### config.mk
export PLATFORM = sky130hd
export DESIGN_NAME = keypad_scanner
export DESIGN_NICKNAME = d
export VERILOG_FILES = /design/src/rtl/keypad_scanner.sv
export SDC_FILE = /design/constraint.sdc
export NUM_CORES = 1
export LEC_CHECK = 0
export ABC_AREA = 0
export CORE_ASPECT_RATIO = 0.6
export CORE_MARGIN = 3
export CORE_UTILIZATION = 50
export DETAILED_ROUTE_END_ITERATION = 12
export HOLD_SLACK_MARGIN = 0.1
export PLACE_DENSITY = 0.73
export REMOVE_ABC_BUFFERS = 1
export SLEW_MARGIN = 40
export SYNTH_ARGS = -nofsm -noshare
export SYNTH_HDL_FRONTEND = slang
export SYNTH_SLANG_ARGS = --single-unit
### constraint.sdc
create_clock -name clk -period 5.06 [get_ports clk]
set_input_delay 1.265 -clock clk [delete_from_list [all_inputs] [get_ports clk]]
set_output_delay 1.265 -clock clk [all_outputs]
set_load 0.01 [all_outputs]
### src/rtl/keypad_scanner.sv
// 4x4 matrix keypad scanner: column strobing, per-scan decode, ghost rejection, debounce.
// Optional auto-repeat of key_valid while a key is held is enabled by defining KEYPAD_REPEAT_EN.
module keypad_scanner #(
   parameter int SCAN_DIV       = 1000,
   parameter int DEBOUNCE_SCANS = 4,
   parameter int REPEAT_SCANS   = 50
) (
   input  logic       clk,
   input  logic       rst,
   input  logic [3:0] row,
   output logic [3:0] col,
   output logic [3:0] key_val,
   output logic       key_valid,
   output logic       key_down
);

   localparam int DIV_W = (SCAN_DIV > 1) ? $clog2(SCAN_DIV) : 1;
   localparam int STB_W = $clog2(DEBOUNCE_SCANS + 1);
   localparam logic [DIV_W-1:0] DIV_LAST = DIV_W'(SCAN_DIV - 1);
   localparam logic [STB_W-1:0] STB_MAX  = STB_W'(DEBOUNCE_SCANS);

   if (SCAN_DIV < 2 || DEBOUNCE_SCANS < 1 || REPEAT_SCANS < 1) begin : g_bad_param
      $error("keypad_scanner: parameter out of range");
   end

   logic [3:0]       row_meta_reg, row_sync_reg;
   logic [DIV_W-1:0] div_reg;
   logic [1:0]       col_idx_reg;
   logic [1:0]       acc_cnt_reg;     // hits so far this scan, saturating at 2
   logic [3:0]       acc_code_reg;
   logic [4:0]       prev_res_reg;    // {present, code} of the previous full scan
   logic [STB_W-1:0] stable_cnt_reg;
   logic [3:0]       key_val_reg;
   logic             key_valid_reg, key_down_reg;

   logic [1:0]       col_hits, hit_row, scan_cnt;
   logic [2:0]       hit_sum;
   logic [3:0]       scan_code;
   logic             present, same, accept, div_tick, scan_end;
   logic [4:0]       result;
   logic [STB_W-1:0] stable_next;

   for (genvar gi = 0; gi < 4; gi++) begin : g_col
      assign col[gi] = (col_idx_reg != 2'(gi));
   end

   always_comb begin
      col_hits = 2'd0;
      hit_row  = 2'd0;
      for (int r = 0; r < 4; r++) begin
         if (!row_sync_reg[r]) begin
            hit_row = 2'(r);
            if (col_hits != 2'd2) col_hits = col_hits + 2'd1;
         end
      end
      hit_sum     = {1'b0, acc_cnt_reg} + {1'b0, col_hits};
      scan_cnt    = (hit_sum >= 3'd2) ? 2'd2 : hit_sum[1:0];
      scan_code   = (col_hits != 2'd0) ? {hit_row, col_idx_reg} : acc_code_reg;
      present     = (scan_cnt == 2'd1);
      result      = {present, present ? scan_code : 4'd0};
      same        = (result == prev_res_reg);
      stable_next = !same ? STB_W'(1) :
                    (stable_cnt_reg == STB_MAX) ? STB_MAX : stable_cnt_reg + STB_W'(1);
      // A change that lands straight on the threshold (DEBOUNCE_SCANS=1) is still a transition
      accept      = (stable_next == STB_MAX) && (!same || stable_cnt_reg != STB_MAX);
      div_tick    = (div_reg == DIV_LAST);
      scan_end    = div_tick && (col_idx_reg == 2'd3);
   end

`ifdef KEYPAD_REPEAT_EN
   localparam int REP_W = $clog2(REPEAT_SCANS + 1);
   localparam logic [REP_W-1:0] REP_LAST = REP_W'(REPEAT_SCANS);
   logic [REP_W-1:0] rep_cnt_reg;
`endif

   always_ff @(posedge clk) begin
      if (rst) begin
         row_meta_reg   <= 4'hF;
         row_sync_reg   <= 4'hF;
         div_reg        <= '0;
         col_idx_reg    <= 2'd0;
         acc_cnt_reg    <= 2'd0;
         acc_code_reg   <= 4'd0;
         prev_res_reg   <= 5'd0;
         stable_cnt_reg <= '0;
         key_val_reg    <= 4'd0;
         key_valid_reg  <= 1'b0;
         key_down_reg   <= 1'b0;
`ifdef KEYPAD_REPEAT_EN
         rep_cnt_reg    <= '0;
`endif
      end else begin
         row_meta_reg  <= row;
         row_sync_reg  <= row_meta_reg;
         key_valid_reg <= 1'b0;
         div_reg       <= div_tick ? '0 : div_reg + DIV_W'(1);
         if (div_tick) begin
            col_idx_reg <= col_idx_reg + 2'd1;
            if (!scan_end) begin
               acc_cnt_reg  <= scan_cnt;
               acc_code_reg <= scan_code;
            end else begin
               acc_cnt_reg    <= 2'd0;
               acc_code_reg   <= 4'd0;
               prev_res_reg   <= result;
               stable_cnt_reg <= stable_next;
               if (accept) begin
                  if (present && (!key_down_reg || scan_code != key_val_reg)) begin
                     key_val_reg   <= scan_code;
                     key_down_reg  <= 1'b1;
                     key_valid_reg <= 1'b1;
                  end else if (!present) begin
                     key_down_reg  <= 1'b0;
                  end
               end
`ifdef KEYPAD_REPEAT_EN
               if (accept) begin
                  rep_cnt_reg <= '0;
               end else if (key_down_reg && same && present) begin
                  if (rep_cnt_reg + REP_W'(1) == REP_LAST) begin
                     rep_cnt_reg   <= '0;
                     key_valid_reg <= 1'b1;
                  end else begin
                     rep_cnt_reg <= rep_cnt_reg + REP_W'(1);
                  end
               end else begin
                  rep_cnt_reg <= '0;
               end
`endif
            end
         end
      end
   end

   assign key_val   = key_val_reg;
   assign key_valid = key_valid_reg;
   assign key_down  = key_down_reg;

endmodule

==> metrics.md, run 1 <==
| Metric | Value |
|---|---|
| Netlist Area Pre-Place | `2172 um2` |
| Placer Congestion | `0.9254` |
| Total gr overflow | `0` |
| Worst IR Drop VDD | `0.0001792 V` |
| Total GRT Usage | `19.05%` |
| Crit path time final | `3.833 ns` |
| Vias in the first global route | `1,620` |
| CP peak stage delay | `0.49 ns` |
| Clock skew | `0.007183 ns` |
| Num CTS Buffers | `5` |
| Yosys warns | `0` |
| Arr. time, crit path | `4.03 ns` |
| DR pass1 iterations | `4` |
| First-pass GRT wire length | `7831 um` |
| Relative slew slack | `67.18%` |
| Clk sinks | `40` |
| HPWL after detailed placement | `3485 um` |
| Core Region | `3914 um2` |
| Outcome | `finished, final reports clean` |
| F_max | `260.9 MHz` |
| CTS hold repair buffers | `0` |
| Area delta synth->final | `12.79%` |
| Starting Density | `55.50%` |
| Die Ht | `57.06 um` |
| Top FF cell, synth | `dfxtp_1` |
| Crit-path cells | `inv_1 -> ha_1 -> a21oi_1 -> ha_1 -> nor2_1 -> a21oi_1 -> ha_1 -> inv_1 -> fa_1 -> and3_1 -> or4_1 -> o211ai_2 -> o21a_1 -> nand3_2 -> mux2_4` |
| Async S/R FF share, synth | `0%` |
| CTS tree | `done` |
| Nets | `283` |
| Die W | `91.09 um` |
| Cells after synthesis | `255` |
| Setup Fix Bufs, Post-CTS | `0` |
| PD cells | `261.3 nW/um2` |
| Post-synth cell types | `52` |
| Unrepaired setup endpoints after global routing | `false` |
| CP top delay family | `adder cells` |
| Clock root buffer master | `clkbuf_8` |
| Worst-Margin Slew | `0.4923 ns` |
| Most common cell on crit path | `ha_1` |
| Pin count of the biggest net entering global routing | `28` |
| CP required | `5.26 ns` |
| Post-DP Area | `2344 um2` |
| Final ANT Viol Nets | `0` |
| Seq cells post-synth | `40` |
| Rows | `17` |
| Setup Viol. Count Final | `0` |
| Routed via count | `1,813` |
| Post-Layout Inst Area | `2450 um2` |
| Ports | `16` |
| Critical path capture point type | `register` |
| Critical path's slowest cell | `fa_1` |
| Crit path max fanout | `10` |
| Seq/Total Area, Yosys | `36.87%` |
| Maximum clock insertion buffer count | `2` |
| Antenna Cells | `0` |
| Vias per Instance | `5.613` |
| Bufs and invs on worst path | `2` |
| Fill cell count | `366` |
| Clk Latency, worst-skew pair | `0.30 ns` |
| Initial antenna violation count | `0` |
| # DRC | `0` |
| Drt wl/cell | `14.55 um` |
| Max FFs per register | `10` |
| CP Class | `register to register` |
| Max-cap violations | `0` |
| Final WL | `4700 um` |
| Design Power | `640.2 uW` |
| Reg clk slew, reported paths | `0.08 ns` |
| CTS H-tree lvls | `2` |
| Mean Syn Cell Area | `8.518 um2` |
| Cts repair resizes | `0` |
| Initial DRC count | `84` |
| Die area | `5197 um2` |
| Leak | `0.0008837 uW` |
| EDFF count, synth | `0` |
| Setup TNS | `0 ns` |
| Part of the cycle the worst path needs | `75.74%` |
| Hold Crit Class | `register to register` |
| Layout cell share with drive strength beyond 1 | `10.53%` |
| Fin. max-slew vios | `0` |
| Port buffer count | `15` |
| Hold Violations, Final | `0` |
| CP startpoint kind | `register` |
## worst register-to-register path: stages, from the launching register on
cell	delay (ns)
dfxtp_1	0.35
inv_1	0.05
ha_1	0.35
a21oi_1	0.21
ha_1	0.27
nor2_1	0.06
a21oi_1	0.14
ha_1	0.17
inv_1	0.05
fa_1	0.49
and3_1	0.27
or4_1	0.43
o211ai_2	0.10
o21a_1	0.35
nand3_2	0.14
mux2_4	0.31
## layer usage
metal	vias to the layer above	global-route usage, %	part of all wire (%)
met2	65	24.37	37
met3	8	4.480	8.5
met5	-	0	0
met4	0	8.584	1.6
li1	923	-	-
met1	817	29.48	53
## cells in the final DEF, fill, tap and decap left out, drive strengths merged, types with 2 or more instances in the layout
master and n:
ha 11, or4 3, a211oi 3, clkbuf 5, nor3b 2, nand2 14
xor2 6, dfxtp 40, nor4 2, o2111ai 2, a41oi 2, o21ai 6
o21a 3, buf 3, and3 5, nor2 21, inv 15, nand3 8
and4 5, mux2 2, nand4 7, o211ai 3, nand2b 3, mux2i 2
a31oi 2, nor2b 2, a21oi 22, or2 8, nor3 20, xnor2 8
clkdlybuf4s50 14
## power by group
group	internal [uW]	leakage [uW]	switching, uW
Clock	146	0.0000541	118
Sequential	319	0.000325	3.68
Combinational	21.0	0.000505	32.1
Total	486	0.000884	154
## through the flow
stage	instances	utilization (%)	hold WS (ns)	setup slack (ns)
2_1_floorplan	241	-	0.3895	1.571
3_3_place_gp	315	59.88	0.3918	1.394
3_5_place_dp	315	59.88	0.3940	1.284
4_1_cts	323	62.72	0.4136	1.269
5_1_grt	323	62.60	0.4252	0.9605
6_report	323	62.60	0.4119	1.227
## Yosys cell counts (6+ instances only)
library cell	count	share of area, %
nor3_1	18	4.1
xor2_1	6	2.4
a21oi_1	22	5.1
nand3_1	7	1.6
inv_1	15	2.6
nand2_1	14	2.4
nand4_1	7	2.0
ha_1	11	6.3
nor2_1	21	3.6
xnor2_1	8	3.2
clkbuf_1	11	1.9
dfxtp_1	40	37
or2_2	8	2.3
## worst paths after layout
path / start / end / slack [ns] / cells after the start
worst min register to register: row_meta_reg[3] / row_sync_reg[3] / 0.41 / 1
worst min-delay path: row_meta_reg[3] / row_sync_reg[3] / 0.41 / 1
worst max register to register: row_sync_reg[0] / key_down / 1.23 / 15
worst max-delay path: row_sync_reg[0] / key_down / 1.23 / 15
## cell families (layout without fill, tap and decap cells)
group | count (synthesis) | in the layout | share of synthesized area (%)
AOI/OAI and AO/OA | 50 | 50 | 14.92
xor gates and xnor gates | 14 | 14 | 5.645
adders and majority gates | 12 | 12 | 7.258
buffers and inverters | 29 | 40 | 5.875
DFF | 40 | 40 | 36.87
muxes | 4 | 4 | 2.131
and+or+nand+nor | 106 | 106 | 27.30
## layout make-up
class / instances / area (um2) / area share [%]
Multi-Input combinational cell: 186 / 1250 / 51.02
Sequential cell: 40 / 800.8 / 32.69
Timing Repair Buffer: 17 / 160.2 / 6.537
Tap cell: 57 / 71.32 / 2.911
Clock buffer: 5 / 68.82 / 2.809
Inverter: 15 / 56.30 / 2.298
Clock inverter: 3 / 42.54 / 1.736
No activity file was read; power rests on OpenSTA's default activity.
==> run 2, diff against run 1 <==
==> constraint.sdc (replaced) <==
create_clock -name clk -period 4 [get_ports clk]
set_input_delay 1 -clock clk [delete_from_list [all_inputs] [get_ports clk]]
set_output_delay 1 -clock clk [all_outputs]
set_load 0.01 [all_outputs]
==> run 2 against run 1 <==
Compared with the run above:
- utilization up 0.19 points
- fmax up 3.9%
- setup slack worse by 0.92 ns
- flip-flop and latch count unchanged
- non-clock buffer count unchanged
- register-to-register slack worse by 0.92 ns
- clock power up 26%
- wire length down 1.0%
- clock-buffer cell count unchanged
- first-iteration DRC count up 64%
- critical path depth unchanged
- via count up 1.7%
- largest power group unchanged
- highest routed layer unchanged
==> metrics.md, run 2 (synthesized netlist as in run 1, its figures left out) <==
| Metric | Value |
|---|---|
| Fin. max-slew vios | `0 (unchanged)` |
| Crit-path cells | `inv_1 -> ha_1 -> a21oi_1 -> ha_1 -> nor2_1 -> a21oi_1 -> ha_1 -> inv_1 -> fa_1 -> and3_1 -> or4_1 -> o211ai_2 -> o21a_2 -> nand3_2 -> mux2_4` |
| Clk sinks | `40 (unchanged)` |
| Commonest non-fill, non-tap cell in the layout | `dfxtp_1` |
| Worst-Margin Slew | `0.5253 ns (+0.03305 ns)` |
| HPWL after detailed placement | `3345 um (-4.0%)` |
| F_max | `271.0 MHz (+3.9%)` |
| Worst IR Drop VDD | `0.0001890 V (+5.4%)` |
| Setup Fix Bufs, Post-CTS | `0 (unchanged)` |
| Ports | `16 (unchanged)` |
| CP peak stage delay | `0.48 ns (about the same)` |
| Fill cell count | `349 (-4.6%)` |
| Max FFs per register | `10 (unchanged)` |
| Worst setup margin | `0.3101 ns (-0.9172 ns)` |
| Max-cap violations | `0 (unchanged)` |
| Die W | `91.09 um (unchanged)` |
| Reg clk slew, reported paths | `0.08 ns (about the same)` |
| Final WL | `4651 um (-1.0%)` |
| Part of the cycle the worst path needs | `92.25% (+17 points)` |
| Port buffer count | `15 (unchanged)` |
| Rows | `17 (unchanged)` |
| Post-Place Cells | `315 (unchanged)` |
| Area delta synth->final | `13.13%` |
| Hold Crit Class | `register to register` |
| Critical path capture point type | `register` |
| Clock network power share | `41.1% (about the same)` |
| Maximum clock insertion buffer count | `2 (unchanged)` |
| Pin count of the biggest net entering global routing | `42 (+50%)` |
| Drt wl/cell | `14.40 um (-1.0%)` |
| Critical path's slowest cell | `fa_1` |
| Initial antenna violation count | `0 (unchanged)` |
| Power share of the combinational group | `8.3% (about the same)` |
| Unrepaired setup endpoints after global routing | `false` |
| Setup Viol. Count Final | `0 (unchanged)` |
| Vias per Instance | `5.709 (+1.7%)` |
| Placer Congestion | `0.9258 (about the same)` |
| Routed via count | `1,844 (+1.7%)` |
| Switching share of total power | `23.89% (-0.14 points)` |
| Most common cell on crit path | `ha_1` |
| Clk Latency, worst-skew pair | `0.30 ns (about the same)` |
| Vias in the first global route | `1,619 (-0.062%)` |
| CP Class | `register to register` |
| Num CTS Buffers | `5 (unchanged)` |
| Finished Layout Cells | `323 (unchanged)` |
| Clock skew | `0.003352 ns (-0.003831 ns)` |
| Layout cell share with drive strength beyond 1 | `10.90% (+0.38 points)` |
| Clock root buffer master | `clkbuf_8` |
| Starting Density | `55.50% (unchanged)` |
| Total gr overflow | `0 (unchanged)` |
| Leak | `0.0008844 uW (about the same)` |
| Outcome | `finished, final reports clean` |
| Nets | `283 (unchanged)` |
| Initial DRC count | `138 (+64%)` |
| Reg power frac | `50.5% (about the same)` |
| Setup WS pre-CTS | `0.1966 ns (-1.087 ns)` |
| Setup TNS | `0 ns (unchanged)` |
| PD cells | `329.4 nW/um2 (+26%)` |
| Most frequent cells in the layout | `dfxtp_1 (40), a21oi_1 (22), nor2_1 (21), nor3_1 (18)` |
| Core Region | `3914 um2 (unchanged)` |
| Antenna Cells | `0 (unchanged)` |
| CP startpoint kind | `register` |
| Arr. time, crit path | `3.88 ns (-0.15 ns)` |
| Die area | `5197 um2 (unchanged)` |
| DR pass1 iterations | `4 (unchanged)` |
| Relative slew slack | `64.98% (-2.2 points)` |
| CTS H-tree lvls | `2 (unchanged)` |
| Final ANT Viol Nets | `0 (unchanged)` |
| Total GRT Usage | `18.54% (-0.51 points)` |
| Hold Violations, Final | `0 (unchanged)` |
| Cell Int Power | `616.0 uW (+27%)` |
| CP required | `4.19 ns (-1.07 ns)` |
| CTS tree | `done` |
| Crit path time final | `3.690 ns (-0.1428 ns)` |
| First-pass GRT wire length | `7583 um (-3.2%)` |
| Net Switching | `193.4 uW (+26%)` |
| Die Ht | `57.06 um (unchanged)` |
| Crit path max fanout | `10 (unchanged)` |
| # DRC | `0 (unchanged)` |
run 2: cell types whose count changed in the layout (fill, tap and decap cells not counted):
cell	change
buf_2	-1
o21a_2	+1
and4_1	-1
and4_2	+1
clkdlybuf4s50_1	+1
o21a_1	-1
run 2: final cells by class:
class                      count  area, um2  share of cell area [%]
multi-input combinational    186       1252                   50.97
sequential                    40      800.8                   32.59
timing repair buffer          17      165.2                   6.721
tap                           57      71.32                   2.902
clock buffer                   5      68.82                   2.800
inverter                      15      56.30                   2.291
clock inverter                 3      42.54                   1.731
run 2: layer usage:
layer | global-route usage, % | part of all wire (%) | vias up
li1 | - | - | 927
met1 | 27.28 | 51 | 832
met2 | 25.10 | 38 | 75
met3 | 5.270 | 9.0 | 10
met4 | 7.940 | 1.6 | 0
met5 | 0 | 0 | -
run 2: critical path, delay by kind of cell (launching register included):
family / cells / cell delay (ns)
fa+ha+maj: 4 / 1.24
simple gates: 4 / 0.87
compound gates: 4 / 0.71
flops: 1 / 0.36
mux: 1 / 0.30
buf+inv: 2 / 0.10
run 2: repair_timing:
action                                  in CTS  in global routing
gates resized for setup                      0                  2
hold buffers                                 0                  0
endpoints found under the setup margin       0                  6
run 2: power by group through the flow:
stage	Clock (uW)	Combinational (uW)	Sequential, uW
floorplan	0	44.5	417
global placement	0	64.3	418
detailed placement	0	66.2	418
CTS	340	66.5	409
global route	356	73.8	410
finish	333	67.4	409
run 2: worst paths after layout:
path | from | to | slack [ns] | cells past startpoint
hold reg to reg | row_meta_reg[2] | row_sync_reg[2] | 0.41 | 1
setup / recovery | row_sync_reg[1] | key_down | 0.31 | 15
setup reg to reg | row_sync_reg[1] | key_down | 0.31 | 15
hold / removal | row_meta_reg[2] | row_sync_reg[2] | 0.41 | 1
run 2: through the flow:
stage	util (%)	total power, uW	hold slack (ns)	area (um2)
4_1_cts	62.72	815.0	0.4121	2455
5_1_grt	62.79	839.7	0.4271	2457
6_report	62.79	809.4	0.4112	2457
3_3_place_gp	59.88	482.3	0.3912	2344
2_1_floorplan	-	461.5	0.3895	2101
3_5_place_dp	59.88	484.4	0.3932	2344
==> run 3, diff against run 2 <==
--- a/config.mk
+++ b/config.mk
@@ -11,7 +11,7 @@
 export CORE_UTILIZATION = 50
 export DETAILED_ROUTE_END_ITERATION = 12
 export HOLD_SLACK_MARGIN = 0.1
-export PLACE_DENSITY = 0.73
+export PLACE_DENSITY = 0.71
 export REMOVE_ABC_BUFFERS = 1
 export SLEW_MARGIN = 40
 export SYNTH_ARGS = -nofsm -noshare
==> run 3 against run 2 <==
Compared with the run above:
- flip-flop and latch count unchanged
- power shrank 5.3%
- fmax fell by 1.4%
- global-route usage up 0.43 points
- sequential power hardly changed
- via count fell by 1.6%
- first-iteration DRC count decreased by 28%
- combinational power increased by 1%
- critical path depth stayed put
- critical path type unchanged
- largest cell class unchanged
==> metrics.md, run 3 (synthesized netlist as in run 1, its figures left out) <==
| Metric | Value |
|---|---|
| Setup TNS | `0 ns (unchanged)` |
| Pin count of the biggest net entering global routing | `21 (-50%)` |
| Starting Density | `55.50% (unchanged)` |
| Reg clk slew, reported paths | `0.08 ns (about the same)` |
| Area delta synth->final | `12.73%` |
| Internal reg-to-reg setup slack | `0.26 ns (-0.05 ns)` |
| Vias per Instance | `5.619 (-1.6%)` |
| Port buffer count | `15 (unchanged)` |
| Hold Crit Class | `register to register` |
| Antenna Cells | `0 (unchanged)` |
| F_max | `267.3 MHz (-1.4%)` |
| Ports | `16 (unchanged)` |
| Core Region | `3914 um2 (unchanged)` |
| Crit path time final | `3.741 ns (+0.05067 ns)` |
| Clk Latency, worst-skew pair | `0.29 ns (about the same)` |
| Worst hold path depth | `1 (unchanged)` |
| Num CTS Buffers | `5 (unchanged)` |
| Crit path max fanout | `10 (unchanged)` |
| Total gr overflow | `0 (unchanged)` |
| Clock network power share | `37.7% (-3.4 points)` |
| Final WL | `4542 um (-2.3%)` |
| Cells on worst reg2reg path | `15 (unchanged)` |
| Clock skew | `0.004590 ns (+0.001238 ns)` |
| CTS tree | `done` |
| # DRC | `0 (unchanged)` |
| Cts repair resizes | `0 (unchanged)` |
| Max-cap violations | `0 (unchanged)` |
| CTS hold repair buffers | `0 (unchanged)` |
| Net Switching | `180.4 uW (-6.7%)` |
| Hold Violations, Final | `0 (unchanged)` |
| Register area | `800.8 um2 (unchanged)` |
| Rows | `17 (unchanged)` |
| CP Class | `register to register` |
| First-pass GRT wire length | `7838 um (+3.4%)` |
| Relative slew slack | `65.18% (+0.20 points)` |
| Maximum clock insertion buffer count | `2 (unchanged)` |
| Initial DRC count | `99 (-28%)` |
| Reg power frac | `53.4% (+2.9 points)` |
| Commonest non-fill, non-tap cell in the layout | `dfxtp_1` |
| Setup Fix Bufs, Post-CTS | `0 (unchanged)` |
| Most frequent cells in the layout | `dfxtp_1 (40), a21oi_1 (22), nor2_1 (21), nor3_1 (18)` |
| Crit path from | `row_sync_reg[1]` |
| Vias in the first global route | `1,628 (+0.56%)` |
| Cell Int Power | `585.9 uW (-4.9%)` |
| Layout cell share with drive strength beyond 1 | `10.53% (-0.38 points)` |
| Part of the cycle the worst path needs | `93.51% (+1.3 points)` |
| Final ANT Viol Nets | `0 (unchanged)` |
| FF-to-FF Start | `row_sync_reg[1]` |
| Routed via count | `1,815 (-1.6%)` |
| Crit Reg-Reg Endpoint | `key_down` |
| Initial antenna violation count | `0 (unchanged)` |
| Worst IR Drop VDD | `0.0001932 V (+2.2%)` |
| CTS H-tree lvls | `2 (unchanged)` |
| CP startpoint kind | `register` |
| Clk sinks | `40 (unchanged)` |
| Die W | `91.09 um (unchanged)` |
| Setup Viol. Count Final | `0 (unchanged)` |
| Critical path capture point type | `register` |
| Final Util | `62.56% (-0.22 points)` |
| Switching share of total power | `23.55% (-0.35 points)` |
| CP required | `4.19 ns (about the same)` |
| Outcome | `finished, final reports clean` |
| Clock root buffer master | `clkbuf_8` |
| Multi-input logic area | `1251 um2 (about the same)` |
| Unrepaired setup endpoints after global routing | `false` |
| Arr. time, crit path | `3.93 ns (+0.05 ns)` |
| HPWL after detailed placement | `3495 um (+4.5%)` |
| DR pass1 iterations | `4 (unchanged)` |
| PD cells | `313.0 nW/um2 (-5.0%)` |
| Nets | `284 (+0.35%)` |
| Worst-Margin Slew | `0.5168 ns (-0.008500 ns)` |
| Die Ht | `57.06 um (unchanged)` |
| Leak | `0.0008850 uW (about the same)` |
| Total GRT Usage | `18.97% (+0.43 points)` |
| Power share of the combinational group | `8.9% (+0.6 points)` |
| Fin. max-slew vios | `0 (unchanged)` |
| Max FFs per register | `10 (unchanged)` |
| Placer Congestion | `0.9057 (-2.2%)` |
| Worst Setup EP | `key_down` |
| Fill cell count | `357 (+2.3%)` |
| Die area | `5197 um2 (unchanged)` |
| Drt wl/cell | `14.06 um (-2.3%)` |
[run 3: changes by cell type in the layout (fill, tap and decap cells not counted)]
cell	change
clkinvlp_4	-1
bufinv_16	-1
buf_4	+1
and4_2	-1
clkinv_2	-1
and4_1	+1
clkbuf_8	+2
[run 3: final cells by class]
class / count / share of cell area [%]
inverter: 15 / 2.299
tap: 57 / 2.913
multi-input combinational: 186 / 51.10
sequential: 40 / 32.70
clock buffer: 7 / 3.935
timing repair buffer: 18 / 7.052
[run 3: metal layers]
metal  routed length [um]  track usage [%]
met2                 1722            25.21
met5                    0                0
met3                  352            6.719
met1                 2448            28.62
met4                   19            4.936
[run 3: worst min path at each step]
stage | slack (ns) | endpoint | from
2_1_floorplan | 0.39 | row_sync_reg[0] | row_meta_reg[0]
3_3_place_gp | 0.39 | row_sync_reg[2] | row_meta_reg[2]
3_5_place_dp | 0.39 | row_sync_reg[3] | row_meta_reg[3]
4_1_cts | 0.41 | row_sync_reg[3] | row_meta_reg[3]
5_1_grt | 0.43 | row_sync_reg[0] | row_meta_reg[0]
6_report | 0.41 | row_sync_reg[0] | row_meta_reg[0]
[run 3: power groups by stage]
stage                     Sequential [uW]  Combinational [uW]  Clock [uW]
after floorplan                       417                44.5           0
after global placement                418                65.4           0
after detailed placement              418                66.5           0
after CTS                             409                66.7         295
after global routing                  410                75.1         316
final                                 409                68.4         289
[run 3: critical path, cell delays in order (launching register included)]
cell,delay (ns)
dfxtp_1,0.36
inv_1,0.05
ha_1,0.34
a21oi_1,0.20
ha_1,0.28
nor2_1,0.06
a21oi_1,0.14
ha_1,0.16
inv_1,0.05
fa_1,0.53
and3_1,0.30
nand4_1,0.18
nand3_1,0.14
and4_1,0.41
nand3_2,0.13
mux2_4,0.32
[run 3: per-stage QoR]
| stage | setup WS, ns | area [um2] | instances | hold slack, ns | power, uW |
|---|---|---|---|---|---|
| after floorplan | 0.5107 | 2101 | 241 | 0.3895 | 461.5 |
| after global placement | 0.3282 | 2351 | 316 | 0.3927 | 483.3 |
| after detailed placement | 0.2003 | 2351 | 316 | 0.3940 | 484.7 |
| after CTS | 0.1975 | 2447 | 323 | 0.4114 | 770.7 |
| after global routing | 0.01094 | 2449 | 323 | 0.4345 | 801.0 |
| final | 0.2594 | 2449 | 323 | 0.4101 | 766.4 |
